`src/rtl/zb_trace_capture_if.sv`:
```
// zb_trace_capture_if: config chain, source buses and trace read port of zb_trace_capture.
// outTimestamp exists only when ZB_TRACE_TIMESTAMP_EN is defined.
interface zb_trace_capture_if #(
  parameter int NUM_SRC = 8,
  parameter int SRC_W   = 4,
  parameter int DEPTH   = 16
);
  localparam int CNT_W = $clog2(DEPTH) + 1;
  logic                     inCfgShiftEn;
  logic                     inCfgData;
  logic                     inCfgUpdate;
  logic                     outCfgData;
  logic [NUM_SRC*SRC_W-1:0] inSrcBus;
  logic [NUM_SRC-1:0]       inSrcValid;
  logic                     inArm;
  logic                     inReadEnable;
  logic [SRC_W-1:0]         outData;
  logic                     outValid;
  logic                     outEmpty;
  logic                     outFull;
  logic [CNT_W-1:0]         outCount;
  logic                     outTriggered;
  logic                     outDone;
`ifdef ZB_TRACE_TIMESTAMP_EN
  logic [7:0]               outTimestamp;
  modport master (output inCfgShiftEn, inCfgData, inCfgUpdate, inSrcBus, inSrcValid, inArm, inReadEnable,
                  input outCfgData, outData, outValid, outEmpty, outFull, outCount, outTriggered, outDone, outTimestamp);
  modport slave  (input inCfgShiftEn, inCfgData, inCfgUpdate, inSrcBus, inSrcValid, inArm, inReadEnable,
                  output outCfgData, outData, outValid, outEmpty, outFull, outCount, outTriggered, outDone, outTimestamp);
`else
  modport master (output inCfgShiftEn, inCfgData, inCfgUpdate, inSrcBus, inSrcValid, inArm, inReadEnable,
                  input outCfgData, outData, outValid, outEmpty, outFull, outCount, outTriggered, outDone);
  modport slave  (input inCfgShiftEn, inCfgData, inCfgUpdate, inSrcBus, inSrcValid, inArm, inReadEnable,
                  output outCfgData, outData, outValid, outEmpty, outFull, outCount, outTriggered, outDone);
`endif
endinterface

```
`src/rtl/zb_trace_capture.sv`:
```
// zb_trace_capture: serially configured source mux feeding a trace buffer (continuous/on-valid/triggered).
// Optional ZB_TRACE_TIMESTAMP_EN stores an 8-bit saturating capture timestamp with each sample.
module zb_trace_capture #(
  parameter int NUM_SRC = 8,
  parameter int SRC_W   = 4,
  parameter int DEPTH   = 16
) (
  input logic               inClock,
  input logic               inReset,
  zb_trace_capture_if.slave bus
);
  localparam int SEL_W = $clog2(NUM_SRC);
  localparam int CNT_W = $clog2(DEPTH) + 1;
  localparam int PTR_W = $clog2(DEPTH);
  localparam int CFG_W = SEL_W + 2 + 2 * SRC_W;
`ifdef ZB_TRACE_TIMESTAMP_EN
  localparam int MEM_W = SRC_W + 8;
`else
  localparam int MEM_W = SRC_W;
`endif
  typedef enum logic [1:0] {IDLE, ARMED, CAPTURE, DONE} state_t;
  state_t           state_q;
  logic [CFG_W-1:0] shift_q, cfg_q;
  logic [PTR_W-1:0] wptr_q, rptr_q;
  logic [CNT_W-1:0] cnt_q, cnt_d;
  logic             trig_q, valid_q;
  logic [MEM_W-1:0] data_q, wdata;
  logic [MEM_W-1:0] mem [DEPTH];
  logic [SEL_W-1:0] sel;
  logic [1:0]       mode;
  logic [SRC_W-1:0] trig_val, trig_mask, src;
  logic             vld, hit, go, wr, rd;
  assign sel       = cfg_q[SEL_W-1:0];
  assign mode      = cfg_q[SEL_W +: 2];
  assign trig_val  = cfg_q[SEL_W+2 +: SRC_W];
  assign trig_mask = cfg_q[SEL_W+2+SRC_W +: SRC_W];
  // Out-of-range selects fall back to source 0 because no loop index matches.
  always_comb begin
    src = bus.inSrcBus[SRC_W-1:0];
    vld = bus.inSrcValid[0];
    for (int k = 1; k < NUM_SRC; k++)
      if (sel == SEL_W'(k)) begin
        src = bus.inSrcBus[k*SRC_W +: SRC_W];
        vld = bus.inSrcValid[k];
      end
  end
  assign hit   = vld && ((src & trig_mask) == (trig_val & trig_mask));
  assign go    = state_q == ARMED && (mode != 2'b10 || hit);
  assign wr    = !bus.inArm && ((state_q == CAPTURE && (mode == 2'b00 || vld)) ||
                                (state_q == ARMED && mode == 2'b10 && hit));
  assign rd    = bus.inReadEnable && cnt_q != '0;
  assign cnt_d = cnt_q + CNT_W'(wr) - CNT_W'(rd);
`ifdef ZB_TRACE_TIMESTAMP_EN
  logic [7:0] ts_q;
  assign wdata            = {state_q == CAPTURE ? ts_q : 8'd0, src};
  assign bus.outTimestamp = data_q[MEM_W-1 -: 8];
`else
  assign wdata = src;
`endif
  always_ff @(posedge inClock)
    if (wr) mem[wptr_q] <= wdata;
  always_ff @(posedge inClock or negedge inReset)
    if (!inReset) begin
      shift_q <= '0;
      cfg_q   <= '0;
      state_q <= IDLE;
      wptr_q  <= '0;
      rptr_q  <= '0;
      cnt_q   <= '0;
      trig_q  <= 1'b0;
      valid_q <= 1'b0;
      data_q  <= '0;
`ifdef ZB_TRACE_TIMESTAMP_EN
      ts_q    <= '0;
`endif
    end else begin
      if (bus.inCfgShiftEn) shift_q <= {bus.inCfgData, shift_q[CFG_W-1:1]};
      if (bus.inCfgUpdate && !bus.inCfgShiftEn && (state_q == IDLE || state_q == DONE)) cfg_q <= shift_q;
      valid_q <= rd;
      if (rd) data_q <= mem[rptr_q];
      if (bus.inArm) begin
        state_q <= ARMED;
        wptr_q  <= '0;
        rptr_q  <= '0;
        cnt_q   <= '0;
        trig_q  <= 1'b0;
      end else begin
        if (wr) wptr_q <= wptr_q + PTR_W'(1);
        if (rd) rptr_q <= rptr_q + PTR_W'(1);
        cnt_q <= cnt_d;
        if (go) state_q <= CAPTURE;
        if (go && mode == 2'b10) trig_q <= 1'b1;
        if (state_q == CAPTURE && cnt_d == CNT_W'(DEPTH)) state_q <= DONE;
`ifdef ZB_TRACE_TIMESTAMP_EN
        if (go) ts_q <= '0;
        else if (state_q == CAPTURE && ts_q != 8'hFF) ts_q <= ts_q + 8'd1;
`endif
      end
    end
  assign bus.outCfgData   = shift_q[0];
  assign bus.outData      = data_q[SRC_W-1:0];
  assign bus.outValid     = valid_q;
  assign bus.outEmpty     = cnt_q == '0;
  assign bus.outFull      = cnt_q == CNT_W'(DEPTH);
  assign bus.outCount     = cnt_q;
  assign bus.outTriggered = trig_q;
  assign bus.outDone      = state_q == DONE;
endmodule

```
`src/flat_wrapper.sv`:
```
// flat-port wrapper written by rule: the top's interface ports become plain ports
module zb_trace_capture_flat 
#(
  parameter int NUM_SRC = 8,
  parameter int SRC_W   = 4,
  parameter int DEPTH   = 16
)
  (inClock, inReset, bus_inCfgShiftEn, bus_inCfgData, bus_inCfgUpdate, bus_inSrcBus, bus_inSrcValid, bus_inArm, bus_inReadEnable, bus_outCfgData, bus_outData, bus_outValid, bus_outEmpty, bus_outFull, bus_outCount, bus_outTriggered, bus_outDone);
  zb_trace_capture_if #(.NUM_SRC(NUM_SRC), .SRC_W(SRC_W), .DEPTH(DEPTH)) bus_i ();
  input logic inClock;
  input logic inReset;
  input wire logic [$bits(bus_i.inCfgShiftEn)-1:0] bus_inCfgShiftEn;
  input wire logic [$bits(bus_i.inCfgData)-1:0] bus_inCfgData;
  input wire logic [$bits(bus_i.inCfgUpdate)-1:0] bus_inCfgUpdate;
  input wire logic [$bits(bus_i.inSrcBus)-1:0] bus_inSrcBus;
  input wire logic [$bits(bus_i.inSrcValid)-1:0] bus_inSrcValid;
  input wire logic [$bits(bus_i.inArm)-1:0] bus_inArm;
  input wire logic [$bits(bus_i.inReadEnable)-1:0] bus_inReadEnable;
  output wire logic [$bits(bus_i.outCfgData)-1:0] bus_outCfgData;
  output wire logic [$bits(bus_i.outData)-1:0] bus_outData;
  output wire logic [$bits(bus_i.outValid)-1:0] bus_outValid;
  output wire logic [$bits(bus_i.outEmpty)-1:0] bus_outEmpty;
  output wire logic [$bits(bus_i.outFull)-1:0] bus_outFull;
  output wire logic [$bits(bus_i.outCount)-1:0] bus_outCount;
  output wire logic [$bits(bus_i.outTriggered)-1:0] bus_outTriggered;
  output wire logic [$bits(bus_i.outDone)-1:0] bus_outDone;
  assign bus_i.inCfgShiftEn = bus_inCfgShiftEn;
  assign bus_i.inCfgData = bus_inCfgData;
  assign bus_i.inCfgUpdate = bus_inCfgUpdate;
  assign bus_i.inSrcBus = bus_inSrcBus;
  assign bus_i.inSrcValid = bus_inSrcValid;
  assign bus_i.inArm = bus_inArm;
  assign bus_i.inReadEnable = bus_inReadEnable;
  assign bus_outCfgData = bus_i.outCfgData;
  assign bus_outData = bus_i.outData;
  assign bus_outValid = bus_i.outValid;
  assign bus_outEmpty = bus_i.outEmpty;
  assign bus_outFull = bus_i.outFull;
  assign bus_outCount = bus_i.outCount;
  assign bus_outTriggered = bus_i.outTriggered;
  assign bus_outDone = bus_i.outDone;
  zb_trace_capture #(.NUM_SRC(NUM_SRC), .SRC_W(SRC_W), .DEPTH(DEPTH)) u_core (.inClock(inClock), .inReset(inReset), .bus(bus_i));
endmodule
```
`config.mk`:
```
export PLATFORM = sky130hd
export DESIGN_NAME = zb_trace_capture_flat
export DESIGN_NICKNAME = d
export VERILOG_FILES = /design/src/rtl/zb_trace_capture_if.sv /design/src/rtl/zb_trace_capture.sv /design/src/flat_wrapper.sv
export SDC_FILE = /design/constraint.sdc
export NUM_CORES = 1
export LEC_CHECK = 0
export CAP_MARGIN = 20
export CELL_PAD_IN_SITES_DETAIL_PLACEMENT = 0
export CELL_PAD_IN_SITES_GLOBAL_PLACEMENT = 2
export CORE_AREA = 5 5 154 156
export CTS_CLUSTER_DIAMETER = 120
export DETAILED_ROUTE_END_ITERATION = 8
export DIE_AREA = 0 0 159 161
export GPL_ROUTABILITY_DRIVEN = 0
export PLACE_DENSITY = 0.53
export SETUP_SLACK_MARGIN = 0.2
export SLEW_MARGIN = 5
export SYNTH_ARGS = -nofsm -noshare
export SYNTH_HDL_FRONTEND = slang
export SYNTH_SLANG_ARGS = --single-unit
export TNS_END_PERCENT = 10
```
`constraint.sdc`:
```
create_clock -name inClock -period 3.85 [get_ports inClock]
set_input_delay 1.155 -clock inClock [delete_from_list [all_inputs] [get_ports inClock]]
set_output_delay 1.155 -clock inClock [all_outputs]
set_load 0.005 [all_outputs]
```
==> flow_summary.rst <==
.. list-table::
   :header-rows: 1

   * - Metric
     - Value
   * - Outcome
     - finished with violations
   * - Failing checks
     - setup timing
   * - Wire length of the first global-routing pass
     - about 21,000 um
   * - IR Drop Worst-Case VDD
     - 220 uV
   * - Number of synthesized flops with an enable pin
     - 64
   * - Syn avg cell area
     - 13.8 sq um
   * - Placeable core region
     - about 0.022 sq mm
   * - Worst endpoint data arrival time
     - 4.38 ns
   * - Critical R2R Capture
     - u_core.state_q[1]
   * - Vias post-DR
     - roughly 3,500
   * - Vias per inst
     - between 4 and 5
   * - Post-Route WL
     - about 13,000 um
   * - Depth of the worst register-to-register path
     - 16
   * - Maximum fanout count along the critical path
     - 3
   * - Leakage power of the design
     - 0.00281 uW
   * - Antenna violation net count after detailed routing
     - 0
   * - Register area
     - ~0.0031 sq mm
   * - Count of antenna diodes in the layout
     - 0
   * - Final setup fails
     - 3
   * - Termination of the worst setup path
     - u_core.state_q[1]
   * - Final number of max-transition violations
     - 0
   * - Wire length per cell after detailed routing
     - 16.5 um
   * - Critical path's top delay family
     - compound AO/OA/AOI/OAI gates
   * - Slowest cell delay on critical path
     - between 0.4 and 0.5 ns
   * - Detailed-routing iteration count for the pre-antenna-repair pass
     - 4
   * - Power share of the sequential group
     - 35.8%
   * - Total of fill cells in the finished design
     - 2,240
   * - Clock Skew
     - between 0.006 and 0.007 ns
   * - Number of clock sinks seen by CTS
     - between 100 and 150
   * - Vias in the first global route
     - roughly 3,800
   * - Post-route core utilization
     - approximately 32%
   * - Width of the die
     - ~160 um
   * - Proportion of netlist area held by the largest area contributor
     - about a third
   * - Areal power density over the cells
     - ~710 mW/mm^2
   * - GRT Overall Usage
     - approximately a tenth
   * - Number of cells traversed by the worst hold path
     - 2
   * - Placed Instances
     - roughly 770
   * - Post-synthesis sequential element count
     - 111
   * - Post-synthesis cell type count
     - between 40 and 50
   * - Startpoint type of the worst setup path
     - input pin
   * - Element type at the critical path end
     - flip-flop
   * - Nets
     - ~560
   * - Portion of total power attributed to the clock network
     - 18.9%
   * - Normalized max-slew margin
     - ~45%
   * - Launching element of the worst setup path
     - bus_inSrcBus[14]
   * - Number of standard-cell rows in the floorplan
     - 55
   * - Proportion of register bits with asynchronous set or reset after synthesis
     - between 40% and 50%
   * - Area overhead of the layout relative to synthesis
     - 31.7%
   * - Die area
     - 0.0256 sq mm
   * - Post-layout min period
     - a little over 4 ns
   * - Source-to-sink clock delay at the later pin of the worst-skew pair
     - 0.35 ns
   * - Synthesized net count
     - 459
   * - Count of placed standard cells in the final layout, fillers left out
     - about 800
   * - Slowest cell on the critical path
     - sky130_fd_sc_hd__mux4_2
   * - Number of design-rule violations left by the first detailed-router iteration
     - 121
   * - Synth Cell Area
     - about 0.0055 sq mm
   * - Area contributors post-synth
     - sky130_fd_sc_hd__edfxtp_1, sky130_fd_sc_hd__dfrtp_1, sky130_fd_sc_hd__mux4_2
   * - Net switching component of the power
     - roughly 1800 uW
   * - Post-detailed-route DRC marker count
     - 0
   * - Clock root buffer master
     - sky130_fd_sc_hd__clkbuf_16
   * - Final worst path period share
     - 107%
   * - Critical path class
     - input pin to flip-flop
   * - Levels on crit path
     - 15
   * - Switching fraction of total power
     - a little over a third
   * - Internal
     - between 3000 and 4000 uW
   * - Combinational group share of total power
     - between 40 and 50%
   * - Maximum operating frequency
     - 242 MHz
   * - IO buf count
     - a little over 60
   * - Maximum buffer depth of the clock tree
     - 2
   * - Register-to-register path setup slack
     - about 0.16 ns
   * - Buf+Inv Stages, Crit Path
     - 2
   * - Maximum Capacitance Violations
     - 0
   * - Setup repair after global routing missed its margin
     - true
   * - Yosys warnings
     - 0
   * - Final Worst Setup Slack
     - -0.277 ns
   * - Boundary Pins
     - 62
   * - Worst Path Required
     - 4.10 ns
   * - Worst R2R Start
     - u_core.cfg_q[1]
   * - Share of post-route cells with drive strength above 1
     - approximately a third
   * - Vertical die dimension
     - 161 um
   * - Clock transition at the register clock pins on the worst setup and hold paths after CTS
     - approximately 0.080 ns
   * - Number of antenna violations at the first check in global routing
     - 0
   * - Portion of the post-synthesis area used by sequential elements
     - between 50 and 60%
   * - Initial core utilization
     - 24.6%
   * - Slew at the pin with the worst max-slew slack
     - slightly above 0.8 ns
   * - Global route total overflow
     - 0
   * - Multi-input gate area in the final layout
     - between 0.002 and 0.0025 sq mm
   * - Final HPWL DP
     - about 9800 um
   * - Path category of the worst min-delay check
     - flip-flop to flip-flop
   * - Number of cells produced by synthesis
     - roughly 400
   * - Number of hold-slack violations in the final timing report
     - 0
   * - Total number of H-tree levels
     - 3
   * - Series of cell instances along the critical path
     - buf_6 -> mux4_2 -> a2111oi_4 -> xnor2_2 -> a2111oi_4 -> buf_4 -> a31oi_4 -> nor2_2 -> ha_2 -> fa_2 -> nor2_2 -> nand3_2 -> o31ai_4 -> nor2_1 -> a311oi_1
   * - Number of buffers inserted during clock tree synthesis
     - 9
   * - Most used DFF post-synth
     - sky130_fd_sc_hd__edfxtp_1
   * - TritonCTS clock tree
     - built
   * - Pin count of the biggest net entering global routing
     - 33
   * - Library cell with the largest summed area after synthesis
     - sky130_fd_sc_hd__edfxtp_1
cell type report:
type	count	area share, %
flip-flops and latches	111	43.0
inverters	14	0.729
well taps	285	4.94
clock buffers	10	3.17
multi-input cells	254	33.0
repair buffers	110	14.0
clock inverters	6	1.16
worst min path at each step:
stage,to,slack [ns],startpoint
floorplan,u_core.bus.outData[0],0.47,u_core.bus.outData[0]
global placement,u_core.bus.outData[1],0.46,u_core.bus.outData[1]
detailed placement,u_core.bus.outData[2],0.46,u_core.bus.outData[2]
CTS,u_core.bus.outData[2],0.48,u_core.bus.outData[2]
global route,u_core.bus.outData[3],0.51,u_core.bus.outData[3]
finish,u_core.bus.outData[2],0.48,u_core.bus.outData[2]
worst reg2reg max path: cells and delay by family (launching register included):
family                   cells  cell delay, ns
adder cells (fa/ha/maj)      2            0.63
flip-flops                   1            0.47
AO/OA/AOI/OAI                5            1.34
AND/OR/NAND/NOR              5            0.47
buffers and inverters        2            0.36
XOR/XNOR                     1            0.14
multiplexers                 1            0.19
power by group through the flow:
stage	sequential [uW]	clock [uW]	combinational [uW]
2_1_floorplan	1790	0	1340
3_3_place_gp	1880	0	2160
3_5_place_dp	1880	0	2170
4_1_cts	1860	1010	2280
5_1_grt	1880	1060	2580
6_report	1840	977	2330
Yosys cell counts (2+ instances only):
| cell | instances |
|---|---|
| sky130_fd_sc_hd__buf_6 | 2 |
| sky130_fd_sc_hd__and2_1 | 3 |
| sky130_fd_sc_hd__clkbuf_1 | 10 |
| sky130_fd_sc_hd__edfxtp_1 | 64 |
| sky130_fd_sc_hd__a21oi_1 | 13 |
| sky130_fd_sc_hd__nor3_1 | 9 |
| sky130_fd_sc_hd__nand2b_1 | 5 |
| sky130_fd_sc_hd__inv_1 | 13 |
| sky130_fd_sc_hd__a2111oi_4 | 2 |
| sky130_fd_sc_hd__a21o_1 | 3 |
| sky130_fd_sc_hd__nand2_1 | 41 |
| sky130_fd_sc_hd__a21boi_0 | 2 |
| sky130_fd_sc_hd__o22ai_1 | 2 |
| sky130_fd_sc_hd__o21a_1 | 2 |
| sky130_fd_sc_hd__nor2_1 | 29 |
| sky130_fd_sc_hd__nor4b_1 | 7 |
| sky130_fd_sc_hd__mux2_2 | 31 |
| sky130_fd_sc_hd__a22o_1 | 3 |
| sky130_fd_sc_hd__nor3_2 | 9 |
| sky130_fd_sc_hd__nand3_1 | 7 |
| sky130_fd_sc_hd__a22oi_1 | 2 |
| sky130_fd_sc_hd__ha_1 | 14 |
| sky130_fd_sc_hd__mux4_2 | 26 |
| sky130_fd_sc_hd__dfrtp_1 | 47 |
| sky130_fd_sc_hd__mux2i_1 | 3 |
| sky130_fd_sc_hd__xor2_1 | 5 |
| sky130_fd_sc_hd__xnor2_1 | 3 |
| sky130_fd_sc_hd__nand4_1 | 4 |
| sky130_fd_sc_hd__buf_1 | 5 |
| sky130_fd_sc_hd__and3_1 | 4 |
| sky130_fd_sc_hd__nor2b_1 | 10 |
through the flow:
stage / hold slack (ns) / TNS [ns] / power (uW) / instance area (sq um) / setup WS, ns
3_3_place_gp: 0.460 / -23.57 / 4030 / 6720 / -1.01
5_1_grt: 0.511 / -0.961 / 5530 / 7210 / -0.484
3_5_place_dp: 0.464 / -23.08 / 4050 / 6720 / -1.03
2_1_floorplan: 0.470 / -1.36 / 3130 / 5490 / -0.617
4_1_cts: 0.484 / -0.880 / 5150 / 7090 / -0.457
6_report: 0.477 / -0.423 / 5150 / 7210 / -0.277
registers in the layout (all words and copies together), names as in the netlist:
name                     cells
u_core.bus.outCount          5
u_core.bus.outData           4
u_core.bus.outTriggered      1
u_core.bus.outValid          1
u_core.cfg_q                13
u_core.mem                  64
u_core.rptr_q                4
u_core.shift_q              13
u_core.state_q               2
u_core.wptr_q                4
cell families (layout without fill, tap and decap cells):
group	count (synthesis)	after routing	share of synthesized area [%]
buf+inv	32	140	2.49
fa+ha+maj	15	15	3.56
xor+xnor	8	8	1.28
compound gates	39	39	5.85
mux	60	60	17.6
simple gates	132	132	12.6
flops	111	111	56.6
placed cells by master (no fill, tap or decap), types with 2 or more instances in the layout:
master and count:
sky130_fd_sc_hd__edfxtp_1 64, sky130_fd_sc_hd__buf_4 48, sky130_fd_sc_hd__dfrtp_1 47, sky130_fd_sc_hd__nand2_1 41, sky130_fd_sc_hd__mux2_2 28, sky130_fd_sc_hd__clkdlybuf4s50_1 28, sky130_fd_sc_hd__mux4_2 26, sky130_fd_sc_hd__nor2_1 25
sky130_fd_sc_hd__dlymetal6s2s_1 15, sky130_fd_sc_hd__inv_1 13, sky130_fd_sc_hd__ha_1 13, sky130_fd_sc_hd__dlygate4sd2_1 13, sky130_fd_sc_hd__nor3_2 11, sky130_fd_sc_hd__nor2b_1 9, sky130_fd_sc_hd__clkbuf_16 9, sky130_fd_sc_hd__a21oi_2 7
sky130_fd_sc_hd__nor3_1 7, sky130_fd_sc_hd__nand3_1 6, sky130_fd_sc_hd__a21oi_1 6, sky130_fd_sc_hd__nand2b_1 5, sky130_fd_sc_hd__xor2_1 5, sky130_fd_sc_hd__and3_1 4, sky130_fd_sc_hd__nor2_2 4, sky130_fd_sc_hd__nand4_1 4
sky130_fd_sc_hd__nor4b_1 4, sky130_fd_sc_hd__inv_8 4, sky130_fd_sc_hd__buf_6 4, sky130_fd_sc_hd__mux2i_1 3, sky130_fd_sc_hd__nor4b_2 3, sky130_fd_sc_hd__mux2_4 3, sky130_fd_sc_hd__a22o_1 3, sky130_fd_sc_hd__a21o_1 3
sky130_fd_sc_hd__and2_1 3, sky130_fd_sc_hd__a2111oi_4 2, sky130_fd_sc_hd__xnor2_2 2, sky130_fd_sc_hd__o21a_1 2, sky130_fd_sc_hd__a22oi_1 2
what timing repair did:
action,in CTS,in global routing
gates resized for setup,44,31
hold buffers,0,0
setup buffers,1,2
endpoints found under the setup margin,70,30
pin swaps,20,21
endpoints found under the hold margin,0,0
metal layers:
layer  vias up  wire [um]  global-route usage [%]
met3        11        298                    2.50
met4         0        110                    2.09
met1      1768       5750                    12.6
met2        38       6870                    18.3
li1       1685          -                       -
met5         -          0                       0
(Power assumes the default switching activity.)
